[src/rtl/exe_div_unit_if.sv]
// Pipeline-side bundle of the EXE-stage divider: ID/EXE operands in, LO/HI results and stall out.
interface exe_div_unit_if #(
    parameter int DATA_W = 32
);
    logic              start;
    logic              is_signed;
    logic [DATA_W-1:0] dividend;
    logic [DATA_W-1:0] divisor;
    logic              cancel;
    logic              hold;
    logic [DATA_W-1:0] quotient;
    logic [DATA_W-1:0] remainder;
    logic              result_valid;
    logic              div_stall;

    modport master (
        output start, is_signed, dividend, divisor, cancel, hold,
        input  quotient, remainder, result_valid, div_stall
    );

    modport slave (
        input  start, is_signed, dividend, divisor, cancel, hold,
        output quotient, remainder, result_valid, div_stall
    );
endinterface

[src/rtl/exe_div_unit.sv]
// Iterative radix-2 restoring divider for the EXE stage: quotient to LO, remainder to HI.
//   state | meaning
//   IDLE  | waiting for a div from ID/EXE; stall follows start combinationally
//   BUSY  | one quotient bit per cycle, 32 cycles, pipeline stalled
//   DONE  | result presented; held while downstream stalls
module exe_div_unit #(
    parameter int DATA_W = 32,
    parameter int CNT_W  = 6
) (
    input  logic           clk,
    input  logic           rst,
    exe_div_unit_if.slave  bus
);

    typedef enum logic [1:0] {IDLE, BUSY, DONE} state_t;

    state_t             state, state_nxt;
    logic [DATA_W-1:0]  rem_q, dvd_q, dsr_q;
    logic [DATA_W-1:0]  quo_out, rem_out;
    logic               neg_quo, neg_rem;
    logic [CNT_W-1:0]   cnt;

    logic               dvd_neg, dsr_neg;
    logic [DATA_W-1:0]  dvd_abs, dsr_abs;
    logic [DATA_W:0]    shifted;
    logic               fits;
    logic [DATA_W-1:0]  rem_step, dvd_step;
    logic               last_iter;
    logic               div_zero;

    always_comb begin
        dvd_neg   = bus.is_signed & bus.dividend[DATA_W-1];
        dsr_neg   = bus.is_signed & bus.divisor[DATA_W-1];
        dvd_abs   = dvd_neg ? -bus.dividend : bus.dividend;
        dsr_abs   = dsr_neg ? -bus.divisor  : bus.divisor;
        div_zero  = (bus.divisor == '0);
        shifted   = {rem_q, dvd_q[DATA_W-1]};
        fits      = (shifted >= {1'b0, dsr_q});
        // A kept difference is always below the divisor, so 32-bit wraparound is exact.
        rem_step  = fits ? (shifted[DATA_W-1:0] - dsr_q) : shifted[DATA_W-1:0];
        dvd_step  = {dvd_q[DATA_W-2:0], fits};
        last_iter = (cnt == CNT_W'(DATA_W - 1));
    end

    always_ff @(posedge clk or posedge rst) begin
        if (rst) state <= IDLE;
        else     state <= state_nxt;
    end

    always_comb begin
        state_nxt        = state;
        bus.result_valid = 1'b0;
        bus.div_stall    = 1'b0;
        case (state)
            IDLE: begin
                bus.div_stall = bus.start;
                if (bus.start) state_nxt = div_zero ? DONE : BUSY;
            end
            BUSY: begin
                bus.div_stall = 1'b1;
                if (last_iter) state_nxt = DONE;
            end
            DONE: begin
                bus.result_valid = 1'b1;
                if (!bus.hold) state_nxt = IDLE;
            end
            default: state_nxt = IDLE;
        endcase
        // Flush wins over everything, including a same-cycle start.
        if (bus.cancel) begin
            state_nxt        = IDLE;
            bus.result_valid = 1'b0;
            bus.div_stall    = 1'b0;
        end
    end

    always_ff @(posedge clk or posedge rst) begin
        if (rst) begin
            rem_q   <= '0;
            dvd_q   <= '0;
            dsr_q   <= '0;
            quo_out <= '0;
            rem_out <= '0;
            neg_quo <= 1'b0;
            neg_rem <= 1'b0;
            cnt     <= '0;
        end else if (bus.cancel) begin
            quo_out <= '0;
            rem_out <= '0;
            cnt     <= '0;
        end else begin
            case (state)
                IDLE: begin
                    if (bus.start && div_zero) begin
                        quo_out <= '1;
                        rem_out <= bus.dividend;
                    end else if (bus.start) begin
                        rem_q   <= '0;
                        dvd_q   <= dvd_abs;
                        dsr_q   <= dsr_abs;
                        neg_quo <= dvd_neg ^ dsr_neg;
                        neg_rem <= dvd_neg;
                        cnt     <= '0;
                    end
                end
                BUSY: begin
                    rem_q <= rem_step;
                    dvd_q <= dvd_step;
                    cnt   <= cnt + 1'b1;
                    if (last_iter) begin
                        quo_out <= neg_quo ? -dvd_step : dvd_step;
                        rem_out <= neg_rem ? -rem_step : rem_step;
                    end
                end
                DONE: begin
                    if (!bus.hold) begin
                        quo_out <= '0;
                        rem_out <= '0;
                    end
                end
                default: cnt <= '0;
            endcase
        end
    end

    assign bus.quotient  = quo_out;
    assign bus.remainder = rem_out;

endmodule

[src/flat_wrapper.sv]
// flat-port wrapper written by rule: the top's interface ports become plain ports
module exe_div_unit_flat 
#(
    parameter int DATA_W = 32,
    parameter int CNT_W  = 6
)
  (clk, rst, bus_start, bus_is_signed, bus_dividend, bus_divisor, bus_cancel, bus_hold, bus_quotient, bus_remainder, bus_result_valid, bus_div_stall);
  exe_div_unit_if #(.DATA_W(DATA_W)) bus_i ();
  input  logic clk;
  input  logic rst;
  input wire logic [$bits(bus_i.start)-1:0] bus_start;
  input wire logic [$bits(bus_i.is_signed)-1:0] bus_is_signed;
  input wire logic [$bits(bus_i.dividend)-1:0] bus_dividend;
  input wire logic [$bits(bus_i.divisor)-1:0] bus_divisor;
  input wire logic [$bits(bus_i.cancel)-1:0] bus_cancel;
  input wire logic [$bits(bus_i.hold)-1:0] bus_hold;
  output wire logic [$bits(bus_i.quotient)-1:0] bus_quotient;
  output wire logic [$bits(bus_i.remainder)-1:0] bus_remainder;
  output wire logic [$bits(bus_i.result_valid)-1:0] bus_result_valid;
  output wire logic [$bits(bus_i.div_stall)-1:0] bus_div_stall;
  assign bus_i.start = bus_start;
  assign bus_i.is_signed = bus_is_signed;
  assign bus_i.dividend = bus_dividend;
  assign bus_i.divisor = bus_divisor;
  assign bus_i.cancel = bus_cancel;
  assign bus_i.hold = bus_hold;
  assign bus_quotient = bus_i.quotient;
  assign bus_remainder = bus_i.remainder;
  assign bus_result_valid = bus_i.result_valid;
  assign bus_div_stall = bus_i.div_stall;
  exe_div_unit #(.DATA_W(DATA_W), .CNT_W(CNT_W)) u_core (.clk(clk), .rst(rst), .bus(bus_i));
endmodule
[config.mk]
export PLATFORM = sky130hd
export DESIGN_NAME = exe_div_unit_flat
export DESIGN_NICKNAME = d
export VERILOG_FILES = /design/src/rtl/exe_div_unit_if.sv /design/src/rtl/exe_div_unit.sv /design/src/flat_wrapper.sv
export SDC_FILE = /design/constraint.sdc
export NUM_CORES = 1
export LEC_CHECK = 0
export ABC_CLOCK_PERIOD_IN_PS = 6200
export CORE_MARGIN = 8
export CORE_UTILIZATION = 30
export CTS_CLUSTER_SIZE = 16
export DETAILED_ROUTE_END_ITERATION = 8
export GPL_TIMING_DRIVEN = 1
export HOLD_SLACK_MARGIN = 0.06
export PLACE_DENSITY = 0.51
export SKIP_LAST_GASP = 1
export SLEW_MARGIN = 30
export SYNTH_ARGS = -nofsm -noshare
export SYNTH_HDL_FRONTEND = slang
export SYNTH_SLANG_ARGS = --single-unit
[constraint.sdc]
create_clock -name clk -period 6.2 [get_ports clk]
set_clock_uncertainty 0.1 [all_clocks]
set_input_delay 0.93 -clock clk [delete_from_list [all_inputs] [get_ports clk]]
set_output_delay 0.93 -clock clk [all_outputs]
set_load 0.02 [all_outputs]
Word-level counts from Yosys, hierarchy flattened
Cells that the tools add are included.

Input port bits: 70. Register bits: 170. Word-level logic and storage cells: 76.

Bitwise logic cells: 5. Order comparisons: 1. Reductions and logical operators: 10. Add/sub/neg operators: 6. Multiplexer cells: 34. Eq/ne operators: 11.

Operators by type and width (count): 32-bit 2-to-1 mux (16); 32-bit one-hot mux with 3 select lines (2); 32-bit negation (4); 32-bit one-hot mux with 2 select lines (2); 33-bit by 32-bit >= comparator with 1-bit output (1); 32-bit logical NOT (1); 32-bit subtractor (1); 6-bit 2-to-1 mux (3); 6-bit one-hot mux with 3 select lines (1); 4-bit AND reduction (3); 2-bit 2-to-1 mux (5); 3-bit inequality test, second input constant (3); 6-bit by 1-bit adder with 6-bit output, second input constant (1); 6-bit by 5-bit == test with 1-bit output, second input constant (1); 2-bit inequality test, second input constant (3); 3-bit by 2-bit inequality test with 1-bit output, second input constant (2); 2-bit one-hot mux with 3 select lines (1); 3-bit AND reduction (2); 4-bit nonzero test (1); 1-bit 2-to-1 mux (3); 1-bit bitwise AND (2); 2-bit by 1-bit == test with 1-bit output, second input constant (1); 2-bit == test, second input constant (1); 2-bit logical NOT (1); other kinds (5) (6).

Logic depth before layout (Yosys ltp)
Gate-level depths: netlist (run 1).

Depth in word-level cells: 7. Depth in mapped cells: 23. Gate-level depth less buffers: 20.

Worst setup path before layout (run 1)
OpenSTA, ideal clock, no wires.

Path type: register -> register. Start point: register u_core.rem_q[0]. End point: register u_core.rem_out[30] (netlist: u_core.bus.remainder[30]). Path slack: 1.124 ns. Arrival: 4.846 ns. Clock period less this slack: 5.076 ns. Library setup time: 0.130 ns. Stages on the path, launching flop included: 21. Path buffers: 2. Cells stage by stage: dfrtp_1 -> ha_1 -> nor2b_1 -> o2111ai_2 -> a2111oi_4 -> o31ai_4 -> nand2_4 -> buf_2 -> buf_1 -> mux2i_1 -> ha_1 -> nand3b_1 -> or3_1 -> or4_1 -> nor4_1 -> a41oi_1 -> nand2_1 -> o21ai_0 -> o41ai_1 -> xnor2_1 -> o21ai_1.

Word-level cells in the longest chain between the ends: 7.

Ends and longest elaborated chain: from (decl) (line exe_div_unit.sv:18) `logic [DATA_W-1:0] rem_q, dvd_q, dsr_q;`; from (signal assigned) (line exe_div_unit.sv:107) `rem_q <= rem_step;`; 32-bit subtractor or 33-bit by 32-bit >= comparator with 1-bit output (tied branches) (line exe_div_unit.sv:40, exe_div_unit.sv:38); 32-bit 2-to-1 mux (*) (line exe_div_unit.sv:40) `rem_step = fits ? (shifted[DATA_W-1:0] - dsr_q) : shifted[DATA_W-1:0];`; 32-bit negation (line exe_div_unit.sv:112) `rem_out <= neg_rem ? -rem_step : rem_step;`; 32-bit 2-to-1 mux (*) (line exe_div_unit.sv:112); 32-bit 2-to-1 mux (*) (line exe_div_unit.sv:110) `if (last_iter) begin`; 32-bit one-hot mux with 3 select lines (*) (line exe_div_unit.sv:92) `case (state)`; 32-bit 2-to-1 mux (*) (line exe_div_unit.sv:87) `end else if (bus.cancel) begin`; to (signal assigned) (line exe_div_unit.sv:96) `rem_out <= bus.dividend;`; to (signal assigned) (line exe_div_unit.sv:112); to (decl) (line exe_div_unit.sv:19) `logic [DATA_W-1:0] quo_out, rem_out;`.

Every way passes the cells marked *; elsewhere a longest branch is shown, timed or not. The select of a mux whose other input is x is not followed. A chain may end at the register's enable or synchronous reset.

Final worst setup path (run 1)
Start point: register u_core.rem_q[20]. End point: register u_core.rem_out[30] (netlist: u_core.bus.remainder[30]).

Same word-level chain as after synthesis.

==> summary.md, run 1 <==
| Metric | Value |
|---|---|
| RSZ-0062 raised after global routing | `no` |
| Fraction of registers with async set/reset | `1.00` |
| F_max | `about 0.18 GHz` |
| Tcrit/Tclk final | `0.889` |
| Post-Syn Nets | `between 1500 and 2000` |
| Overflow after GRT | `0` |
| Final hold violation count | `0` |
| Crit-path slowest cell | `nor4_1` |
| #FFs+latches synth | `170` |
| Initial antenna violation count | `0` |
| Via Count | `between 10000 and 15000` |
| Largest net degree at the start of global routing | `between 100 and 150` |
| Height of the chip | `around 220 um` |
| TritonRoute pass-1 iters | `4` |
| CP Cell Sequence | `ha_1 > nand4_1 > nor4_1 > nor4b_2 > o31ai_4 > nand2_4 > mux2i_1 > ha_1 > nand3b_1 > or3_1 > or4_1 > nor4_1 > a41oi_1 > nand2_1 > o21ai_0 > o41ai_1 > xnor2_1 > o21ai_1` |
| Final Setup Violations | `0` |
| Pins over their slew limit | `0` |
| Worst rel slew slack | `0.372` |
| Max VDD drop | `between 150 and 200 uV` |
| Antenna diode count | `0` |
| CTS tree | `built` |
| Setup TNS Final | `0 ns` |
| Power per cell area | `about 390 nW/um^2` |
| Final wirelength | `44.1 mm` |
| Share of post-route cells with drive strength above 1 | `0.0516` |
| CP Launch Type | `register` |
| Die area | `between 50000 and 60000 um^2` |
| Leak pwr | `roughly 6.4 nW` |
| Worst hold path type | `reg -> reg` |
| Seq/Total Area, Yosys | `0.328` |
| CP max stage delay | `around 0.55 ns` |
| DPL Wire Length | `between 30 and 40 mm` |
| Final Hold Slack | `0.386 ns` |
| Synth Warn # | `0` |
| IO Pins | `~140` |
| Post-place setup slack | `about 0.64 ns` |
| Critical-path maximum fanout | `11` |
| GPL Wtd Cong | `about 0.88` |
| CP Class | `reg -> reg` |
| H-Tree Depth | `4` |
| Post-Syn Area per Cell | `7.93 um^2` |
| Gr usage total | `0.174` |
| Clock transition at path regs | `0.07 ns` |
| CTS Sinks | `170` |
| Main synth FF type | `dfrtp_1` |
| Row cnt | `76` |
| Cell variety after synth | `96` |
| # port buffers | `between 100 and 150` |
| Max Root-Sink Buffers | `2` |
| Die Width | `between 200 and 250 um` |
| PostCTS Resize Cnt | `0` |
| Status | `finished, final reports clean` |
| Clk root buf | `clkbuf_16` |
| Crit end category | `register` |
| Initial Util | `0.303` |
| Post-CTS Setup Repair Bufs | `0` |
| 1st-iter DRT viols | `about 840` |
| Post-synth EDFFs | `0` |
| Routed WL per cell | `about 19 um` |
| Mapped Cells | `between 1500 and 2000` |
| Layout Nets | `around 1800` |
| Vias per cell | `5.25` |
| Actual slew at the worst max-slew pin | `0.942 ns` |
| TritonCTS Buffers | `17` |
| Post-synthesis instance area | `13000 um^2` |
| Antenna Nets Post-Route | `0` |
| Final Worst Setup Slack | `around 0.7 ns` |
| Required time of the critical path | `6.43 ns` |
| Max Cap Violations | `0` |
| Clk_lat worst skew | `roughly 0.45 ns` |
| Synth-to-Final Area Change | `19.2%` |
| Core Area | `between 40000 and 50000 um^2` |
| DRC | `0` |
| Final non-filler cell area | `~15000 um^2` |
| Placed cell areas | `14800 um^2` |
| First-pass GRT wire length | `between 60 and 70 mm` |
| Post-layout min period | `between 5 and 6 ns` |
| CTS Hold Bufs | `0` |
| Vias in the first global route | `about 12000` |
| Worst EP arrival | `between 5 and 6 ns` |
[sequential cells by signal, indices dropped and copies added (netlist names)]
name,flops
u_core.bus.quotient,32
u_core.bus.remainder,32
u_core.dsr_q,32
u_core.dvd_q,32
u_core.rem_q,32
u_core.cnt,6
u_core.state,2
u_core.neg_quo,1
u_core.neg_rem,1
[through the flow]
stage / cells / util / power (mW)
5_1_grt: 2309 / 0.361 / 6.51
2_1_floorplan: 1635 / - / 3.82
6_report: 2309 / 0.361 / 6.05
3_3_place_gp: 2277 / 0.346 / 4.90
4_1_cts: 2309 / 0.360 / 6.11
3_5_place_dp: 2277 / 0.346 / 4.92
[placed cells by master (no fill, tap or decap), types with 7 or more instances in the layout]
cell type | Yosys | final
clkbuf_16 | 0 | 17
buf_4 | 1 | 16
o31ai_1 | 54 | 54
a211oi_1 | 9 | 9
or3_1 | 29 | 29
a22o_1 | 33 | 33
o41ai_1 | 11 | 11
nand4_1 | 11 | 11
nor2_1 | 135 | 134
o211ai_1 | 9 | 9
o21ai_0 | 144 | 144
o21a_1 | 7 | 7
and3_1 | 11 | 11
a31oi_1 | 8 | 8
clkdlybuf4s50_1 | 0 | 135
nand2b_1 | 17 | 17
a22oi_1 | 12 | 12
dfrtp_1 | 170 | 168
nand3_1 | 33 | 33
a21oi_1 | 154 | 154
and2_1 | 9 | 9
xnor2_1 | 52 | 52
a21o_1 | 14 | 14
nor4_1 | 24 | 24
nor3_1 | 35 | 35
or4_1 | 7 | 7
nand2_1 | 239 | 238
xor2_1 | 72 | 72
ha_1 | 40 | 39
inv_1 | 59 | 58
nor2b_1 | 8 | 8
mux2i_1 | 20 | 20
[routing by layer]
metal  track usage  share of wire  up-vias
li1              -              -     6089
met1         0.249           0.50     5734
met2         0.268           0.44      261
met3        0.0280          0.041       32
met4        0.0433          0.016        0
met5             0              0        -
[worst paths after layout]
check | start | slack, ns | depth (start not counted) | to
hold / removal | u_core.dsr_q[1]$_DFFE_PP0P_ | 0.39 | 2 | u_core.dsr_q[1]$_DFFE_PP0P_
setup reg to reg | u_core.rem_q[20]$_DFFE_PP0P_ | 0.69 | 18 | u_core.bus.remainder[30]$_DFFE_PP0P_
setup / recovery | u_core.rem_q[20]$_DFFE_PP0P_ | 0.69 | 18 | u_core.bus.remainder[30]$_DFFE_PP0P_
min in group asynchronous | rst | 0.86 | 2 | u_core.bus.quotient[28]$_DFFE_PP0P_
hold reg to reg | u_core.dsr_q[1]$_DFFE_PP0P_ | 0.39 | 2 | u_core.dsr_q[1]$_DFFE_PP0P_
max in group asynchronous | rst | 4.00 | 3 | u_core.dsr_q[8]$_DFFE_PP0P_
[Yosys cell counts, types with 5 or more instances]
library cell | count | share of area
nand2b_1 | 17 | 0.0082
nand2_1 | 239 | 0.069
o31ai_1 | 54 | 0.031
a21boi_0 | 6 | 0.0035
o31a_1 | 5 | 0.0034
or3_1 | 29 | 0.014
ha_1 | 40 | 0.039
clkbuf_1 | 61 | 0.018
dfrtp_1 | 170 | 0.33
and2_1 | 9 | 0.0043
o21a_1 | 7 | 0.0041
a22oi_1 | 12 | 0.0069
inv_1 | 59 | 0.017
a21o_1 | 14 | 0.0081
xnor2_1 | 52 | 0.035
a22o_1 | 33 | 0.022
nor4_1 | 24 | 0.012
nand3_1 | 33 | 0.013
a21oi_1 | 154 | 0.059
mux2i_1 | 20 | 0.015
o41ai_1 | 11 | 0.0074
nor3_1 | 35 | 0.014
a31oi_1 | 8 | 0.0039
o211ai_1 | 9 | 0.0052
nor2_1 | 135 | 0.039
nor2b_1 | 8 | 0.0039
o21ai_0 | 144 | 0.056
and3_1 | 11 | 0.0053
a211oi_1 | 9 | 0.0052
o21ai_1 | 5 | 0.0019
buf_2 | 25 | 0.0096
nand4_1 | 11 | 0.0053
or4_1 | 7 | 0.0041
xor2_1 | 72 | 0.049
[kinds of logic (layout without fill, tap and decap cells)]
group                    count (synthesis)  in the layout  synth area share
adder cells (fa/ha/maj)                 41             41            0.0401
AO/OA/AOI/OAI                          538            538             0.273
multiplexers                            22             22            0.0172
buffers and inverters                  157            246            0.0501
AND/OR/NAND/NOR                        583            583             0.208
flip-flops                             170            170             0.328
XOR/XNOR                               124            124            0.0837
[critical path: cells and delay by family (launching register included)]
kind	cells	cell delay (ns)
XOR/XNOR	1	0.17
AND/OR/NAND/NOR	9	2.74
flip-flops	1	0.44
adder cells (fa/ha/maj)	2	0.77
AO/OA/AOI/OAI	5	0.86
multiplexers	1	0.31
[area by class of cell]
cell class	instances	area [um^2]
tap	585	732
multi-input combinational	1308	8100
sequential	170	4260
fill	4483	27400
clock buffer	18	439
inverter	61	236
clock inverter	14	183
timing repair buffer	153	1510
[power breakdown]
part           leakage (nW)  internal, mW  total, mW  switching, mW
combinational          3.93          1.18       3.02           1.84
clock                 0.300         0.655       1.17          0.511
sequential             2.16          1.50       1.87          0.369
total                  6.40          3.33       6.05           2.72
No activity file was read; power rests on OpenSTA's default activity.
==> run 2: changes to the inputs <==
- CELL_PAD_IN_SITES_DETAIL_PLACEMENT: default -> 1
- CELL_PAD_IN_SITES_GLOBAL_PLACEMENT: default -> 1
- PLACE_DENSITY: 0.51 -> 0.63
==> summary.md, run 2 (synthesized netlist as in run 1, its figures left out) <==
| Metric | Value |
|---|---|
| PostCTS Resize Cnt | `0` |
| Clk_lat worst skew | `0.45 ns` |
| Routed WL per cell | `between 20 and 25 um` |
| Worst EP arrival | `5.65 ns` |
| Critical-path maximum fanout | `7` |
| FF-to-FF setup slack | `a little under 0.8 ns` |
| Share of post-route cells with drive strength above 1 | `0.0505` |
| DPL Wire Length | `36.4 mm` |
| CTS Hold Bufs | `0` |
| Reg area | `between 4000 and 5000 um^2` |
| Crit-path slowest cell | `a2111oi_4` |
| Final non-filler cell area | `15400 um^2` |
| Height of the chip | `224 um` |
| GPL Wtd Cong | `a little over 0.9` |
| # port buffers | `~140` |
| Most frequent cells in the layout | `nand2_1, dfrtp_1, a21oi_1` |
| Antenna Nets Post-Route | `0` |
| CP Launch Type | `register` |
| Clk root buf | `clkbuf_16` |
| Final hold violation count | `0` |
| Die Width | `roughly 220 um` |
| Gr usage total | `0.184` |
| Reg power frac | `0.311` |
| Max VDD drop | `between 150 and 200 uV` |
| Max Cap Violations | `0` |
| Hold Crit Start | `u_core.dsr_q[1]$_DFFE_PP0P_` |
| Die area | `approximately 50000 um^2` |
| Layout Nets | `between 1500 and 2000` |
| Hold endpoint | `u_core.dsr_q[1]$_DFFE_PP0P_` |
| Antenna diode count | `0` |
| CP max stage delay | `slightly above 0.7 ns` |
| CP Class | `reg -> reg` |
| TritonRoute pass-1 iters | `4` |
| Row cnt | `76` |
| Most common cell after layout, fill and taps aside | `nand2_1` |
| Multi-input logic area | `approximately 8000 um^2` |
| First-pass GRT wire length | `~74 mm` |
| DRC | `0` |
| Tcrit/Tclk final | `0.873` |
| Final wirelength | `46.3 mm` |
| Crit end category | `register` |
| Via Count | `12379` |
| Fillers | `just over 5000` |
| Synth-to-Final Area Change | `19.0%` |
| Worst hold path type | `reg -> reg` |
| Max Root-Sink Buffers | `2` |
| Worst rel slew slack | `0.364` |
| Initial antenna violation count | `0` |
| Final Setup Violations | `0` |
| F_max | `0.185 GHz` |
| Initial Util | `0.303` |
| Pins over their slew limit | `0` |
| IO Pins | `between 100 and 150` |
| 1st-iter DRT viols | `599` |
| Required time of the critical path | `approximately 6.4 ns` |
| CTS tree | `built` |
| Reg2reg path depth | `18` |
| R2r endpoint | `u_core.bus.remainder[30]$_DFFE_PP0P_` |
| Clock transition at path regs | `0.07 ns` |
| RR Startpoint | `u_core.rem_q[0]$_DFFE_PP0P_` |
| Vias per cell | `~5.4` |
| Final Hold Slack | `0.384 ns` |
| Placed cell areas | `approximately 15000 um^2` |
| Overflow after GRT | `0` |
| Post-CTS Setup Repair Bufs | `0` |
| Comb pwr share | `0.503` |
| Vias in the first global route | `about 13000` |
| Cell internal pwr | `approximately 3.3 mW` |
| Post-Layout Cell Count | `~2300` |
| Post-layout min period | `around 5.4 ns` |
| Actual slew at the worst max-slew pin | `between 0.9 and 1 ns` |
| RSZ-0062 raised after global routing | `no` |
| Placed instance count | `between 2000 and 2500` |
| Clock power share | `0.186` |
| Switching portion of total power | `0.457` |
| Largest net degree at the start of global routing | `100` |
| Power per cell area | `about 400 nW/um^2` |
| Core Area | `~43000 um^2` |
| Status | `finished, final reports clean` |
| Leak pwr | `6.38 nW` |
| Setup TNS Final | `0 ns` |
| Psw | `between 2 and 3 mW` |
| Hold depth | `2` |
| CTS Sinks | `between 150 and 200` |
| TritonCTS Buffers | `17` |
| H-Tree Depth | `4` |
| CP Cell Sequence | `ha_1 > nor2b_1 > o2111ai_2 > a2111oi_4 > o31ai_4 > nand2_4 > mux2i_1 > ha_1 > nand3b_1 > or3_1 > or4_1 > nor4_1 > a41oi_1 > nand2_1 > o21ai_0 > o41ai_1 > xnor2_1 > o21ai_1` |
| Most numerous cell on the critical path | `ha_1` |
==> run 2: changes by cell type in the layout (fill, tap and decap cells not counted), sizes merged <==
| cell | delta |
|---|---|
| buf | -1 |
| bufinv | -1 |
| inv | +1 |
==> run 2: cell type report <==
class	count	share of cell area
sequential	170	0.276
timing repair buffer	152	0.0982
inverter	61	0.0152
clock inverter	14	0.0105
tap	585	0.0474
clock buffer	18	0.0278
multi-input combinational	1308	0.525
==> run 2: worst max-delay path by stage <==
stage	from	end	slack [ns]	depth (start not counted)
2_1_floorplan	rst	u_core.bus.quotient[0]$_DFFE_PP0P_	0.57	1
3_3_place_gp	bus_divisor[16]	u_core.bus.quotient[6]$_DFFE_PP0P_	0.75	11
3_5_place_dp	bus_divisor[16]	u_core.bus.quotient[4]$_DFFE_PP0P_	0.65	11
4_1_cts	u_core.rem_q[0]$_DFFE_PP0P_	u_core.bus.remainder[30]$_DFFE_PP0P_	0.74	19
5_1_grt	u_core.rem_q[20]$_DFFE_PP0P_	u_core.bus.remainder[30]$_DFFE_PP0P_	0.38	18
6_report	u_core.rem_q[0]$_DFFE_PP0P_	u_core.bus.remainder[30]$_DFFE_PP0P_	0.79	18
==> run 2: power groups by stage <==
stage          logic, mW  registers (mW)  clock network, mW
2_1_floorplan       1.86            1.97                  0
3_5_place_dp        3.07            1.90                  0
4_1_cts             3.08            1.88               1.16
3_3_place_gp        3.01            1.88                  0
6_report            3.04            1.88               1.13
5_1_grt             3.37            1.94               1.19
==> run 2: layer usage <==
metal  vias up  routed length, um  global-route usage
li1       6054                  -                   -
met1      6079              22600               0.253
met2       217              21600               0.304
met3        29               1490              0.0222
met4         0                646              0.0448
met5         -                  0                   0
==> run 2: worst max-delay path: cells and delay by family (launching register included) <==
kind	cells	cell delay, ns
muxes	1	0.30
DFF	1	0.47
and+or+nand+nor	7	1.76
AOI/OAI and AO/OA	7	1.77
xor gates and xnor gates	1	0.18
adders and majority gates	2	0.71
==> run 2: stage by stage <==
step	total power, mW	utilization	setup slack, ns
after floorplan	3.82	-	0.567
final	6.04	0.360	0.789
after CTS	6.11	0.360	0.736
after global routing	6.51	0.360	0.377
after global placement	4.90	0.346	0.750
after detailed placement	4.97	0.346	0.647
==> RTL change 1: new RTL, config.mk and constraints of run 2 <==
`CNT_W` is set to 6 in 2 places; all go to 3.
--- a/src/rtl/exe_div_unit.sv
+++ b/src/rtl/exe_div_unit.sv
@@ -6,5 +6,5 @@
 module exe_div_unit #(
     parameter int DATA_W = 32,
-    parameter int CNT_W  = 6
+    parameter int CNT_W  = 3
 ) (
     input  logic           clk,
--- a/src/flat_wrapper.sv
+++ b/src/flat_wrapper.sv
@@ -3,5 +3,5 @@
 #(
     parameter int DATA_W = 32,
-    parameter int CNT_W  = 6
+    parameter int CNT_W  = 3
 )
   (clk, rst, bus_start, bus_is_signed, bus_dividend, bus_divisor, bus_cancel, bus_hold, bus_quotient, bus_remainder, bus_result_valid, bus_div_stall);
Function: no difference found for any inputs over 4 cycles, from zero or initial values and one cycle with rst high; that may be too few to reach the edited logic, so the function may still have changed.
==> RTL change 1 against run 2 <==
Design area fell by 3.3%; die area fell by 3.7%; worst setup slack got worse by 0.26 ns; wire length fell by 0.75%; area after synthesis fell by 4.0%; sequential cell count fell by 3; power fell by 24%; critical path type unchanged; critical endpoint is now u_core.bus.remainder[26]; highest routed layer unchanged.
==> RTL change 1: results (changes against run 2) <==
- Arrival time worst endpoint: 5.96 ns (+0.31 ns)
- Tap cells: 532 (-9.1%)
- Hold Crit Endpoint: u_core.bus.quotient[25]
- Dpl cell area: 0.0143 mm^2 (-3.5%)
- VDD IR max: 135 uV (-23%)
- Register area share after synthesis: 0.336 (+0.00774)
- Hold depth: 1 (-1)
- Vias in the first global route: 12.2k (-3.1%)
- Fill cells: 4,949 (-3.6%)
- Pre-antenna DRT Iters: 5 (+1)
- Multi-input gate area: 0.00768 mm^2 (-5.2%)
- Sinks on Clock Net: 167 (-1.8%)
- Vias post-DR: 11.9k (-3.6%)
- Critical path launch point: u_core.rem_q[17]
- Post-Syn Nets: 1,684 (-3.6%)
- Actual slew at the worst max-slew pin: 0.900 ns (-0.0464 ns)
- Placed insts: 2,167 (-4.8%)
- Global-route wire length before repair: 71.8 mm (-2.8%)
- Top cells by count, synth: nand2_1 (195), a21oi_1 (175), dfrtp_1 (167), o21ai_0 (146), nor2_1 (126)
- Clock buf/inv share: 0.0401 (+0.00182)
- Worst R2R Setup Slack: 0.53 ns (-0.26 ns)
- Dpl ws: 0.544 ns (-0.103 ns)
- R2R Path End: u_core.bus.remainder[26]
- Logic inverters: 67 (+9.8%)
- CP top delay family: simple AND/OR/NAND/NOR gates
- Tot GR Track Use: 0.190 (+0.00586)
- Share of cells above drive strength 1: 0.0510 (+0.000527)
- Outcome: complete, no violations
- Synth top area cells: dfrtp_1 (34%), a21oi_1 (7.0%), nand2_1 (5.9%), o21ai_0 (5.9%), xor2_1 (5.2%)
- Clock power frac: 0.247 (+0.061)
- #MultiIn Comb: 1,244 (-4.9%)
- Seq area share: 0.280 (+0.00437)
- CP max stage delay: 0.58 ns (-0.14 ns)
- Net switching power figure: 0.00191 W (-31%)
- Final HPWL from detailed placement: 36.0 mm (-1.1%)
- Drt wl/cell: 20.9 um (+4.2%)
## RTL change 1: changes by cell type after synthesis, moves of 8 or more
cell / delta
a21o_1: +30
xnor2_1: +8
nor2_1: -9
nor3_1: -8
nand3_1: -12
a21oi_1: +21
clkbuf_1: +18
a22oi_1: -8
a31oi_1: +10
a22o_1: -18
nand2_1: -44
o31ai_1: -16
buf_2: -18
## RTL change 1: logic make-up after synthesis
group / after synthesis / share of synthesized area
AOI/OAI and AO/OA: 536 / 0.269
buffers and inverters: 161 / 0.0492
muxes: 17 / 0.0141
adders and majority gates: 42 / 0.0428
xor gates and xnor gates: 134 / 0.0943
DFF: 167 / 0.336
and+or+nand+nor: 515 / 0.195
## RTL change 1: routing by layer
metal  up-vias  track usage  wire (um)
met5         -            0          0
met4         0       0.0583       1100
met3        45       0.0270       1680
met2       208        0.311      21200
met1      5870        0.256      22000
li1       5813            -          -
==> RTL change 2: new RTL, flow settings as in run 2 <==
Made on the original files. Compare `cnt` against `CNT_W'(DATA_W - 1)` with >= in place of ==.
--- a/src/rtl/exe_div_unit.sv
+++ b/src/rtl/exe_div_unit.sv
@@ -40,5 +40,5 @@
         rem_step  = fits ? (shifted[DATA_W-1:0] - dsr_q) : shifted[DATA_W-1:0];
         dvd_step  = {dvd_q[DATA_W-2:0], fits};
-        last_iter = (cnt == CNT_W'(DATA_W - 1));
+        last_iter = (cnt >= CNT_W'(DATA_W - 1));
     end
 
Behaviour: no difference found for any inputs over 4 cycles, from zero or initial values and one cycle with rst high; that may be too few to reach the edited logic, so the function may still have changed.
==> RTL change 2 against run 2 <==
Die area down 3.6%; wire length about the same; worst setup slack better by 0.043 ns; area after synthesis down 3.9%; design area down 3.3%; combinational power up 2%; sequential cell count unchanged; global-route usage up 0.73 points; power up 2.0%; maximum frequency up 0.79%; largest power group unchanged; first-iteration DRC count up 1.0%.
==> RTL change 2: results (changes against run 2) <==
- Post-Route WL: 46.4 mm (about the same)
- Fill cells: 4,902 (-4.5%)
- Top cells by count, synth: nand2_1 (240), dfrtp_1 (170), a21oi_1 (130), o21ai_0 (130), nor2_1 (106)
- Arrival time worst endpoint: 5.64 ns (about the same)
- Tot GR Track Use: 0.191 (+0.00728)
- Actual slew at the worst max-slew pin: 0.878 ns (-0.0687 ns)
- VDD IR max: 162 uV (-8.5%)
- Register area share after synthesis: 0.341 (+0.0133)
- Mean Syn Cell Area: 8.00 um^2 (+0.86%)
- Pre-antenna DRT Iters: 7 (+3)
- Clock H-tree levels: 4 (unchanged)
- Dpl cell area: 0.0143 mm^2 (-3.6%)
- Vias post-DR: 11.9k (-3.8%)
- Fin crit share: 0.866 (-0.00686)
- Slowest CP cell: a211oi_1
- Synth top area cells: dfrtp_1 (34%), nand2_1 (7.2%), a21oi_1 (5.2%), o21ai_0 (5.2%), xor2_1 (5.0%)
- LEAKAGE: 6.25 nW (-2.0%)
- Share of cells above drive strength 1: 0.0486 (-0.00189)
- Worst R2R Setup Slack: 0.83 ns (+0.04 ns)
- Largest net degree at the start of global routing: 94 (-6.0%)
- Global-route wire length before repair: 72.5 mm (-1.8%)
- Post-Syn Nets: 1,669 (-4.4%)
- Outcome: complete, no violations
- Worst hold slack: 0.385 ns (+0.000950 ns)
- Placed insts: 2,146 (-5.7%)
- Max Fanout on Critical Path: 8 (+1)
- Gpl congestion: 0.871 (-4.5%)
- Dpl ws: 0.795 ns (+0.149 ns)
- DR iter-0 viols: 605 (+1.0%)
- Library cells used by synthesis: 75 (-22%)
- N_diodes: 0 (unchanged)
- CP max stage delay: 0.57 ns (-0.15 ns)
## RTL change 2: cell count changes after synthesis, moves of 7 or more
cell             run 2  this run
mux2i_1             20        13
nor3_1              35        27
o221ai_1             3        11
buf_2               25         9
o21ai_0            144       130
clkbuf_1            61        77
xnor2_1             52        64
or3_1               29        19
a21oi_1            154       130
nor4_1              24        14
buf_1                4        12
a22oi_1             12         3
nor2_1             135       106
nand4_1             11        19
## RTL change 2: layout make-up
type	instances	area [um^2]	share of cell area
multi-input combinational	1229	7630	0.511
timing repair buffer	155	1510	0.101
inverter	60	233	0.0156
sequential	170	4260	0.285
tap	532	666	0.0446
clock inverter	13	178	0.0119
clock buffer	19	453	0.0303
## RTL change 2: layer usage
layer	wire, um	part of all wire	track usage
met1	22400	0.48	0.263
met2	21100	0.46	0.309
met3	1670	0.036	0.0218
met4	1190	0.026	0.0641
met5	0	0	0
## RTL change 2: worst paths after layout
path	to	startpoint	cells after the start
min in group asynchronous	u_core.rem_q[4]	rst	2
min reg2reg	u_core.dsr_q[24]	u_core.dsr_q[24]	2
max reg2reg	u_core.bus.remainder[28]	u_core.rem_q[19]	15
max in group asynchronous	u_core.rem_q[10]	rst	3
max	u_core.bus.remainder[28]	u_core.rem_q[19]	15
min	u_core.dsr_q[24]	u_core.dsr_q[24]	2
## RTL change 2: where the power goes
group | internal, W | switching (W)
Combinational | 0.00121 | 0.00189
Sequential | 0.00150 | 0.000361
Clock | 0.000669 | 0.000527
Total | 0.00338 | 0.00278
## RTL change 2: cell families after synthesis
logic type               synth area share
buffers and inverters              0.0494
XOR/XNOR                           0.0948
adder cells (fa/ha/maj)            0.0417
flip-flops                          0.341
AND/OR/NAND/NOR                     0.205
multiplexers                       0.0122
AO/OA/AOI/OAI                       0.256
